**src/rtl/imm_gen_pipe_pkg.sv**
```systemverilog
// Shared constants for the immediate generator pipe.
// Holds the im_sel format encodings and the legal XLEN check.
package imm_gen_pipe_pkg;

    localparam logic [2:0] IMM_I = 3'b000;
    localparam logic [2:0] IMM_S = 3'b001;
    localparam logic [2:0] IMM_B = 3'b010;
    localparam logic [2:0] IMM_U = 3'b011;
    localparam logic [2:0] IMM_J = 3'b100;
    localparam logic [2:0] IMM_Z = 3'b101;

    localparam int XLEN_LEGAL_32 = 32;
    localparam int XLEN_LEGAL_64 = 64;

    function automatic bit xlen_legal(int x);
        return (x == XLEN_LEGAL_32) || (x == XLEN_LEGAL_64);
    endfunction

endpackage

```
**src/rtl/imm_gen_pipe_if.sv**
```systemverilog
// Handshake bundle between producer, imm_gen_pipe and consumer.
// master: drives inst/im_sel/in_valid/out_ready; slave: the block.
interface imm_gen_pipe_if #(
    parameter int XLEN = 32
);
    logic            in_valid;
    logic            in_ready;
    logic [31:0]     inst;
    logic [2:0]      im_sel;
    logic            out_valid;
    logic            out_ready;
    logic [XLEN-1:0] im_out;
    logic            im_err;

    modport master (
        output in_valid, inst, im_sel, out_ready,
        input  in_ready, out_valid, im_out, im_err
    );

    modport slave (
        input  in_valid, inst, im_sel, out_ready,
        output in_ready, out_valid, im_out, im_err
    );
endinterface

```
**src/rtl/imm_gen_pipe_imm_decode.sv**
```systemverilog
// Combinational RV32 immediate decode, sign/zero extended to XLEN.
// Ports: inst_i, im_sel_i in; imm_o, err_o (illegal select) out.
module imm_decode
    import imm_gen_pipe_pkg::*;
#(
    parameter int XLEN = 32
) (
    input  logic [31:0]     inst_i,
    input  logic [2:0]      im_sel_i,
    output logic [XLEN-1:0] imm_o,
    output logic            err_o
);
    logic [31:0]            imm32;
    logic signed [XLEN-1:0] imm_ext;
    logic                   unused_opc;

    // Opcode bits never contribute to an immediate.
    assign unused_opc = ^inst_i[6:0];

    always_comb begin
        imm32 = '0;
        err_o = 1'b0;
        unique case (1'b1)
            (im_sel_i == IMM_I): imm32 = {{20{inst_i[31]}}, inst_i[31:20]};
            (im_sel_i == IMM_S): imm32 = {{20{inst_i[31]}}, inst_i[31:25],
                                          inst_i[11:7]};
            (im_sel_i == IMM_B): imm32 = {{19{inst_i[31]}}, inst_i[31],
                                          inst_i[7], inst_i[30:25],
                                          inst_i[11:8], 1'b0};
            (im_sel_i == IMM_U): imm32 = {inst_i[31:12], 12'b0};
            (im_sel_i == IMM_J): imm32 = {{11{inst_i[31]}}, inst_i[31],
                                          inst_i[19:12], inst_i[20],
                                          inst_i[30:21], 1'b0};
            (im_sel_i == IMM_Z): imm32 = {27'b0, inst_i[19:15]};
            default:             err_o = 1'b1;
        endcase
    end

    // Every 32-bit form already carries its sign in bit 31 (Z has 0 there),
    // so a single signed widening covers the XLEN=64 case.
    assign imm_ext = $signed(imm32);
    assign imm_o   = imm_ext;

endmodule

```
**src/rtl/imm_gen_pipe.sv**
```systemverilog
// Immediate generator with a 2-entry output buffer (OR + skid SR).
// Ports: clk, rst (async high), flush, bus (slave handshake bundle).
module imm_gen_pipe
    import imm_gen_pipe_pkg::*;
#(
    parameter int XLEN = 32
) (
    input  logic         clk,
    input  logic         rst,
    input  logic         flush,
    imm_gen_pipe_if.slave bus
);
    if (!xlen_legal(XLEN)) begin : g_bad_xlen
        $error("imm_gen_pipe: XLEN must be 32 or 64");
    end

    localparam logic [1:0] ST_EMPTY = 2'd0;
    localparam logic [1:0] ST_ONE   = 2'd1;
    localparam logic [1:0] ST_FULL  = 2'd2;

    logic [1:0]      state_q, state_d;
    logic [XLEN-1:0] or_imm_q, sr_imm_q;
    logic            or_err_q, sr_err_q;
    logic [XLEN-1:0] dec_imm;
    logic            dec_err;
    logic            accept;
    logic            or_load, or_from_sr, sr_load;

    imm_decode #(.XLEN(XLEN)) u_dec (
        .inst_i   (bus.inst),
        .im_sel_i (bus.im_sel),
        .imm_o    (dec_imm),
        .err_o    (dec_err)
    );

    // Ready depends only on state, never on out_ready.
    assign bus.in_ready  = (state_q != ST_FULL);
    assign bus.out_valid = (state_q != ST_EMPTY);
    assign bus.im_out    = or_imm_q;
    assign bus.im_err    = or_err_q;

    assign accept = bus.in_valid && bus.in_ready;

    always_comb begin
        state_d    = state_q;
        or_load    = 1'b0;
        or_from_sr = 1'b0;
        sr_load    = 1'b0;
        if (flush) begin
            state_d = ST_EMPTY;
        end else begin
            unique case (state_q)
                ST_EMPTY: begin
                    if (accept) begin
                        state_d = ST_ONE;
                        or_load = 1'b1;
                    end
                end
                ST_ONE: begin
                    if (accept && bus.out_ready) begin
                        or_load = 1'b1;
                    end else if (accept) begin
                        state_d = ST_FULL;
                        sr_load = 1'b1;
                    end else if (bus.out_ready) begin
                        state_d = ST_EMPTY;
                    end
                end
                ST_FULL: begin
                    if (bus.out_ready) begin
                        state_d    = ST_ONE;
                        or_from_sr = 1'b1;
                    end
                end
                default: state_d = ST_EMPTY;
            endcase
        end
    end

    always_ff @(posedge clk or posedge rst) begin
        if (rst) begin
            state_q  <= ST_EMPTY;
            or_imm_q <= '0;
            or_err_q <= 1'b0;
            sr_imm_q <= '0;
            sr_err_q <= 1'b0;
        end else begin
            state_q <= state_d;
            if (or_load) begin
                or_imm_q <= dec_imm;
                or_err_q <= dec_err;
            end else if (or_from_sr) begin
                or_imm_q <= sr_imm_q;
                or_err_q <= sr_err_q;
            end
            if (sr_load) begin
                sr_imm_q <= dec_imm;
                sr_err_q <= dec_err;
            end
        end
    end

endmodule

```
**src/flat_wrapper.sv**
```systemverilog
// flat-port wrapper written by rule: the top's interface ports become plain ports
module imm_gen_pipe_flat import imm_gen_pipe_pkg::*;
#(
    parameter int XLEN = 32
)
  (clk, rst, flush, bus_in_valid, bus_inst, bus_im_sel, bus_out_ready, bus_in_ready, bus_out_valid, bus_im_out, bus_im_err);
  imm_gen_pipe_if #(.XLEN(XLEN)) bus_i ();
  input  logic clk;
  input  logic rst;
  input  logic flush;
  input wire logic [$bits(bus_i.in_valid)-1:0] bus_in_valid;
  input wire logic [$bits(bus_i.inst)-1:0] bus_inst;
  input wire logic [$bits(bus_i.im_sel)-1:0] bus_im_sel;
  input wire logic [$bits(bus_i.out_ready)-1:0] bus_out_ready;
  output wire logic [$bits(bus_i.in_ready)-1:0] bus_in_ready;
  output wire logic [$bits(bus_i.out_valid)-1:0] bus_out_valid;
  output wire logic [$bits(bus_i.im_out)-1:0] bus_im_out;
  output wire logic [$bits(bus_i.im_err)-1:0] bus_im_err;
  assign bus_i.in_valid = bus_in_valid;
  assign bus_i.inst = bus_inst;
  assign bus_i.im_sel = bus_im_sel;
  assign bus_i.out_ready = bus_out_ready;
  assign bus_in_ready = bus_i.in_ready;
  assign bus_out_valid = bus_i.out_valid;
  assign bus_im_out = bus_i.im_out;
  assign bus_im_err = bus_i.im_err;
  imm_gen_pipe #(.XLEN(XLEN)) u_core (.clk(clk), .rst(rst), .flush(flush), .bus(bus_i));
endmodule
```
**config.mk**
```make
export PLATFORM = sky130hd
export DESIGN_NAME = imm_gen_pipe_flat
export DESIGN_NICKNAME = d
export VERILOG_FILES = /design/src/rtl/imm_gen_pipe_pkg.sv /design/src/rtl/imm_gen_pipe_if.sv /design/src/rtl/imm_gen_pipe_imm_decode.sv /design/src/rtl/imm_gen_pipe.sv /design/src/flat_wrapper.sv
export SDC_FILE = /design/constraint.sdc
export NUM_CORES = 1
export LEC_CHECK = 0
export BUFFER_PORTS_ARGS = -buffer_cell sky130_fd_sc_hd__buf_4
export CORE_UTILIZATION = 40
export DETAILED_ROUTE_END_ITERATION = 16
export GPL_ROUTABILITY_DRIVEN = 0
export GPL_TIMING_DRIVEN = 0
export PLACE_DENSITY_LB_ADDON = 0.1
export SLEW_MARGIN = 10
export SYNTH_ARGS = -nofsm -noshare
export SYNTH_HDL_FRONTEND = slang
export SYNTH_SLANG_ARGS = --single-unit
```
**constraint.sdc**
```tcl
create_clock -name clk -period 2.45 [get_ports clk]
set_input_delay 0.245 -clock clk [delete_from_list [all_inputs] [get_ports clk]]
set_output_delay 0.245 -clock clk [all_outputs]
set_load 0.05 [all_outputs]
```
==> impl_metrics.py, run 1 <==
metrics = {
    "placement": {
        "placed_cell_area_mm2": 0.00387,
        "hpwl_um": 5980,
        "portBuffers": 66,
    },
    "synth": {
        "synth_cells": 284,
        "synth-seq-cells": 68,
        "avgSynthCellArea_um2": 11.3,
        "yosysWarnings": 0,
        "syn_area_mm2": 0.00322,
        "synth.net_count": 324,
        "synth_cell_types": 38,
        "seq_area_frac_synth": 0.528,
    },
    "grt": {
        "grt_pass1_vias": 2631,
        "use_met3": 0.0522,
        "grt_overflow_total": 0,
        "grt_busiest_layer": "met2",
        "grt_use_met1": 0.304,
        "grt_max_degree": 38,
        "grt_usage": 0.213,
        "globalRouteMet2Util": 0.320,
        "antenna_found_initial": 0,
        "grt_pass1_wl_um": 13900,
    },
    "critical_path": {
        "crit_family": "simple AND/OR/NAND/NOR gates",
        "worstSetupPathType": "register to register",
        "critPathCaptureType": "register",
        "crit_chain": "or3b_4, nor2_1, buf_4, buf_2, a31oi_1",
        "crit_fanout": 10,
        "required_ns": 2.64,
        "critPathMaxStageDelay_ns": 0.47,
        "worst_ep_arrival_time_ns": 2.10,
        "worst_path_max_delay_cell": "or3b_4",
        "critPathBufInv": 2,
        "cp-start-kind": "register",
    },
    "drt": {
        "routedWlPerCell_um": 17.9,
        "ant_nets": 0,
        "routed_wl_um": 8390,
        "vias": 2615,
        "drc": 0,
        "via_per_inst": 5.56,
        "dr.pass1.iters": 4,
        "drt_iter0_markers": 130,
    },
    "timing": {
        "slew_headroom": 0.603,
        "finClkSkew_ns": 0.00583,
        "period_minus_slack_ns": 1.90,
        "rsz0062_at_grt": "no",
        "hold_violations": 0,
        "setup_viol": 0,
        "max_freq_mhz": 526,
        "worstMarginPinSlew_ns": 0.594,
        "post-route-period-util": 0.776,
        "drv_slew": 0,
    },
    "job": {
        "maxCapViolations": 0,
    },
    "cts": {
        "cts_root_buf": "clkbuf_8",
        "clockBufferDepth": 2,
        "clk_pin_slew_ns": 0.08,
        "ctsResizeCount": 0,
        "cts_buffers": 9,
        "cts_tree": "done",
        "clk_latency_ns": 0.34,
        "htreeDepth": 3,
        "clkSinkCount": 68,
    },
    "finish": {
        "nFillCells": 748,
        "final_cell_mix": "buf_4, dfrtp_1, a221o_1",
        "fin_area_mm2": 0.00409,
        "area_delta_synth_final_pct": 27.0,
        "antennaDiodeCount": 0,
        "nNetsFinal": 403,
        "drive_gt1_frac": 0.310,
    },
    "die": {
        "die_height_um": 91.7,
        "num_io_pins": 75,
        "die_w_um": 91.7,
        "die_area_mm2": 0.00841,
        "initial_core_util": 0.415,
        "core_area_mm2": 0.00777,
        "rows": 32,
    },
    "power": {
        "p_leak_nw": 1.89,
        "pwr_density_cell_mw_per_mm2": 844,
        "worst_ir_drop_vdd_mv": 0.359,
        "p_total_mw": 3.45,
    },
    "worst_hold_path": {
        "min-delay-path-class": "primary input to register",
    },
    "run_status": {
        "outcome": "completed",
    },
}
## worst reg2reg max path, cell delays in order, from the launching register on
cell	delay [ns]
dfrtp_1	0.46
or3b_4	0.47
nor2_1	0.22
buf_4	0.25
buf_2	0.26
a31oi_1	0.11
## timing repair
item / CTS / global route
buffers inserted: 0 / 0
hold buffers: 1 / 0
hold endpoints to repair: 31 / 0
## through the flow
| step | setup slack, ns | utilization | setup TNS, ns | std cells | hold WS [ns] |
|---|---|---|---|---|---|
| CTS | 0.538 | 0.527 | 0 | 470 | 0.104 |
| finish | 0.549 | 0.527 | 0 | 470 | 0.118 |
| floorplan | 0.493 | - | 0 | 284 | 0.311 |
| global placement | -0.459 | 0.495 | -30.92 | 452 | 0.460 |
| detailed placement | 0.546 | 0.498 | 0 | 453 | 0.288 |
| global route | 0.414 | 0.527 | 0 | 470 | 0.100 |
## cells in the mapped netlist, drive strengths merged
master | instances | area share
dfrtp | 68 | 0.53
a221o | 28 | 0.087
a21oi | 22 | 0.034
nand2 | 22 | 0.026
nor2 | 21 | 0.032
and2 | 15 | 0.029
buf | 13 | 0.025
mux2 | 12 | 0.042
mux2i | 12 | 0.037
a31oi | 11 | 0.021
o21ai | 9 | 0.014
clkbuf | 8 | 0.0097
o2bb2ai | 8 | 0.022
a22o | 6 | 0.016
nor4bb | 5 | 0.016
a221oi | 4 | 0.011
nand2b | 3 | 0.0058
nor3b | 3 | 0.010
inv | 2 | 0.0023
a211o | 1 | 0.0027
a21boi | 1 | 0.0023
a311oi | 1 | 0.0027
and2b | 1 | 0.0023
and3b | 1 | 0.0027
maj3 | 1 | 0.0031
nor2b | 1 | 0.0019
nor3 | 1 | 0.0031
o22a | 1 | 0.0027
o31ai | 1 | 0.0023
or2 | 1 | 0.0019
or3b | 1 | 0.0035
## cell families (layout without fill, tap and decap cells)
kind of cell | count (synthesis) | count (layout) | synth area share
AO/OA/AOI/OAI | 93 | 93 | 0.218
AND/OR/NAND/NOR | 75 | 75 | 0.134
flip-flops | 68 | 68 | 0.528
multiplexers | 24 | 24 | 0.0793
buffers and inverters | 23 | 107 | 0.0369
adder cells (fa/ha/maj) | 1 | 1 | 0.00311
## routing by layer
layer  vias up  wire, um
met1      1304      3960
met3        12       372
met4         0       148
li1       1230         -
met2        69      3910
met5         -         0
## flip-flops by register name, indices dropped and copies added (netlist names)
signal	flops
u_core.sr_err_q	1
u_core.bus.im_out	32
u_core.sr_imm_q	32
u_core.state_q	2
u_core.bus.im_err	1
## power breakdown
| group | internal, mW | leakage, nW | switching (mW) |
|---|---|---|---|
| clock network | 0.569 | 0.109 | 0.443 |
| registers | 1.35 | 0.872 | 0.129 |
| logic | 0.363 | 0.906 | 0.596 |
## area by class of cell
cell class,instances,area [um^2],area share
Inverter,2,10.0,0.00245
Clock inverter,7,91.3,0.0223
Clock buffer,9,124,0.0303
Buffer,21,111,0.0272
Sequential cell,68,1700,0.416
Multi-Input combinational cell,193,1400,0.342
Tap cell,102,128,0.0312
Timing Repair Buffer,68,526,0.128
## path summary, 6_finish.rpt
path	from	endpoint	slack [ns]	cells after the start
worst max-delay path	u_core.state_q[1]	u_core.sr_imm_q[27]	0.55	5
worst min-delay path	flush	u_core.state_q[0]	0.12	2
worst max register to register	u_core.state_q[1]	u_core.sr_imm_q[27]	0.55	5
worst min register to register	u_core.sr_imm_q[4]	u_core.sr_imm_q[4]	0.49	2
max in group asynchronous	rst	u_core.sr_imm_q[31]	1.44	4
min in group asynchronous	rst	u_core.bus.im_out[8]	0.47	3
No activity file was read; power rests on OpenSTA's default activity.
==> run 2, diff against run 1 <==
==> constraint.sdc (replaced) <==
create_clock -name clk -period 1.9 [get_ports clk]
set_input_delay 0.19 -clock clk [delete_from_list [all_inputs] [get_ports clk]]
set_output_delay 0.19 -clock clk [all_outputs]
set_load 0.05 [all_outputs]
==> impl_metrics.py, run 2 (same netlist as run 1, synthesis figures left out) <==
metrics = {
    "cts": {
        "clockBufferDepth": 2,
        "clkSinkCount": 68,
        "cts_tree": "done",
        "clk_pin_slew_ns": 0.07,
        "cts_root_buf": "clkbuf_8",
        "clk_latency_ns": 0.33,
        "htreeDepth": 3,
        "cts_buffers": 9,
    },
    "power": {
        "worst_ir_drop_vdd_mv": 0.557,
        "pwr_density_cell_mw_per_mm2": 1080,
        "p_total_mw": 4.45,
        "p_leak_nw": 1.89,
    },
    "critical_path": {
        "required_ns": 2.11,
        "crit_fanout": 10,
        "crit_family": "simple AND/OR/NAND/NOR gates",
        "worst_path_max_delay_cell": "or3b_4",
        "worstSetupPathType": "register to register",
        "critPathCaptureType": "register",
        "critPathMaxStageDelay_ns": 0.46,
        "cp-start-kind": "register",
        "crit_chain": "or3b_4, nor2_8, nor2_4, buf_6, a221o_1",
        "critPathBufInv": 1,
        "worst_ep_arrival_time_ns": 2.00,
    },
    "drt": {
        "drt_iter0_markers": 139,
        "via_per_inst": 5.54,
        "vias": 2607,
        "ant_nets": 0,
        "routed_wl_um": 8260,
        "routedWlPerCell_um": 17.5,
        "dr.pass1.iters": 4,
        "drc": 0,
    },
    "grt": {
        "antenna_found_initial": 0,
        "grt_overflow_total": 0,
        "grt_usage": 0.212,
        "use_met3": 0.0365,
        "grt_pass1_vias": 2548,
        "grt_use_met1": 0.311,
        "globalRouteMet2Util": 0.319,
        "grt_max_degree": 38,
        "grt_busiest_layer": "met2",
        "grt_pass1_wl_um": 13800,
    },
    "timing": {
        "timing.setup.tns_ns": 0,
        "worstMarginPinSlew_ns": 0.721,
        "slew_headroom": 0.518,
        "period_minus_slack_ns": 1.79,
        "holdWs_ns": 0.0585,
        "worst_slack_ns": 0.111,
        "finClkSkew_ns": 0.00559,
        "max_freq_mhz": 559,
        "hold_violations": 0,
        "post-route-period-util": 0.942,
        "rsz0062_at_grt": "no",
        "drv_slew": 0,
        "setup_viol": 0,
    },
    "finish": {
        "antennaDiodeCount": 0,
        "final_common_cell": "buf_4",
        "fin_util": 0.529,
        "final_cell_count_no_fill": 471,
        "drive_gt1_frac": 0.317,
        "nNetsFinal": 404,
        "final_cell_mix": "buf_4, dfrtp_1, a221o_1",
        "fin_area_mm2": 0.00411,
        "area_delta_synth_final_pct": 27.5,
    },
    "worst_hold_path": {
        "min-delay-path-class": "primary input to register",
    },
    "placement": {
        "preCtsSetupSlack_ns": 0.0613,
        "hpwl_um": 5790,
        "portBuffers": 66,
        "placed_cells": 453,
        "placed_cell_area_mm2": 0.00387,
    },
    "die": {
        "die_height_um": 91.7,
        "core_area_mm2": 0.00777,
        "rows": 32,
        "initial_core_util": 0.415,
        "die_area_mm2": 0.00841,
        "num_io_pins": 75,
        "die_w_um": 91.7,
    },
    "run_status": {
        "outcome": "completed",
    },
    "job": {
        "maxCapViolations": 0,
    },
}
run 2: cell types whose count changed in the layout (fill, tap and decap cells not counted), sizes merged:
cell / change
inv: -1
clkinvlp: +1
clkbuf: +1
run 2: layer usage:
layer / up-vias / share of wire
met2: 71 / 0.47
met4: 0 / 0.0086
li1: 1239 / -
met3: 5 / 0.049
met1: 1292 / 0.47
met5: - / 0
run 2: repair_timing:
item / 4_1_cts / 5_1_grt
hold buffers: 1 / 0
endpoints found under the hold margin: 31 / 0
resized for setup: 0 / 4
buffers inserted: 0 / 1
endpoints found under the setup margin: 0 / 26
run 2: final timing paths:
kind | start | to | slack, ns | cells after the start
max | u_core.state_q[1] | u_core.bus.im_out[17] | 0.11 | 5
min | flush | u_core.state_q[0] | 0.06 | 2
max reg2reg | u_core.state_q[1] | u_core.bus.im_out[17] | 0.11 | 5
min reg2reg | u_core.sr_imm_q[31] | u_core.sr_imm_q[31] | 0.49 | 2
max in group asynchronous | rst | u_core.bus.im_out[18] | 0.76 | 4
min in group asynchronous | rst | u_core.bus.im_out[8] | 0.52 | 3
run 2: layout make-up:
| class | instances | area [um^2] |
|---|---|---|
| inverter | 2 | 11.3 |
| clock buffer | 9 | 124 |
| fill | 733 | 3660 |
| buffer | 21 | 115 |
| multi-input combinational | 193 | 1400 |
| tap | 102 | 128 |
| sequential | 68 | 1700 |
| timing repair buffer | 69 | 533 |
| clock inverter | 7 | 91.3 |
run 2: power by group:
group | internal, mW | switching, mW | total, mW
Sequential | 1.74 | 0.163 | 1.91
Combinational | 0.469 | 0.767 | 1.24
Clock | 0.734 | 0.570 | 1.30
Total | 2.95 | 1.50 | 4.45
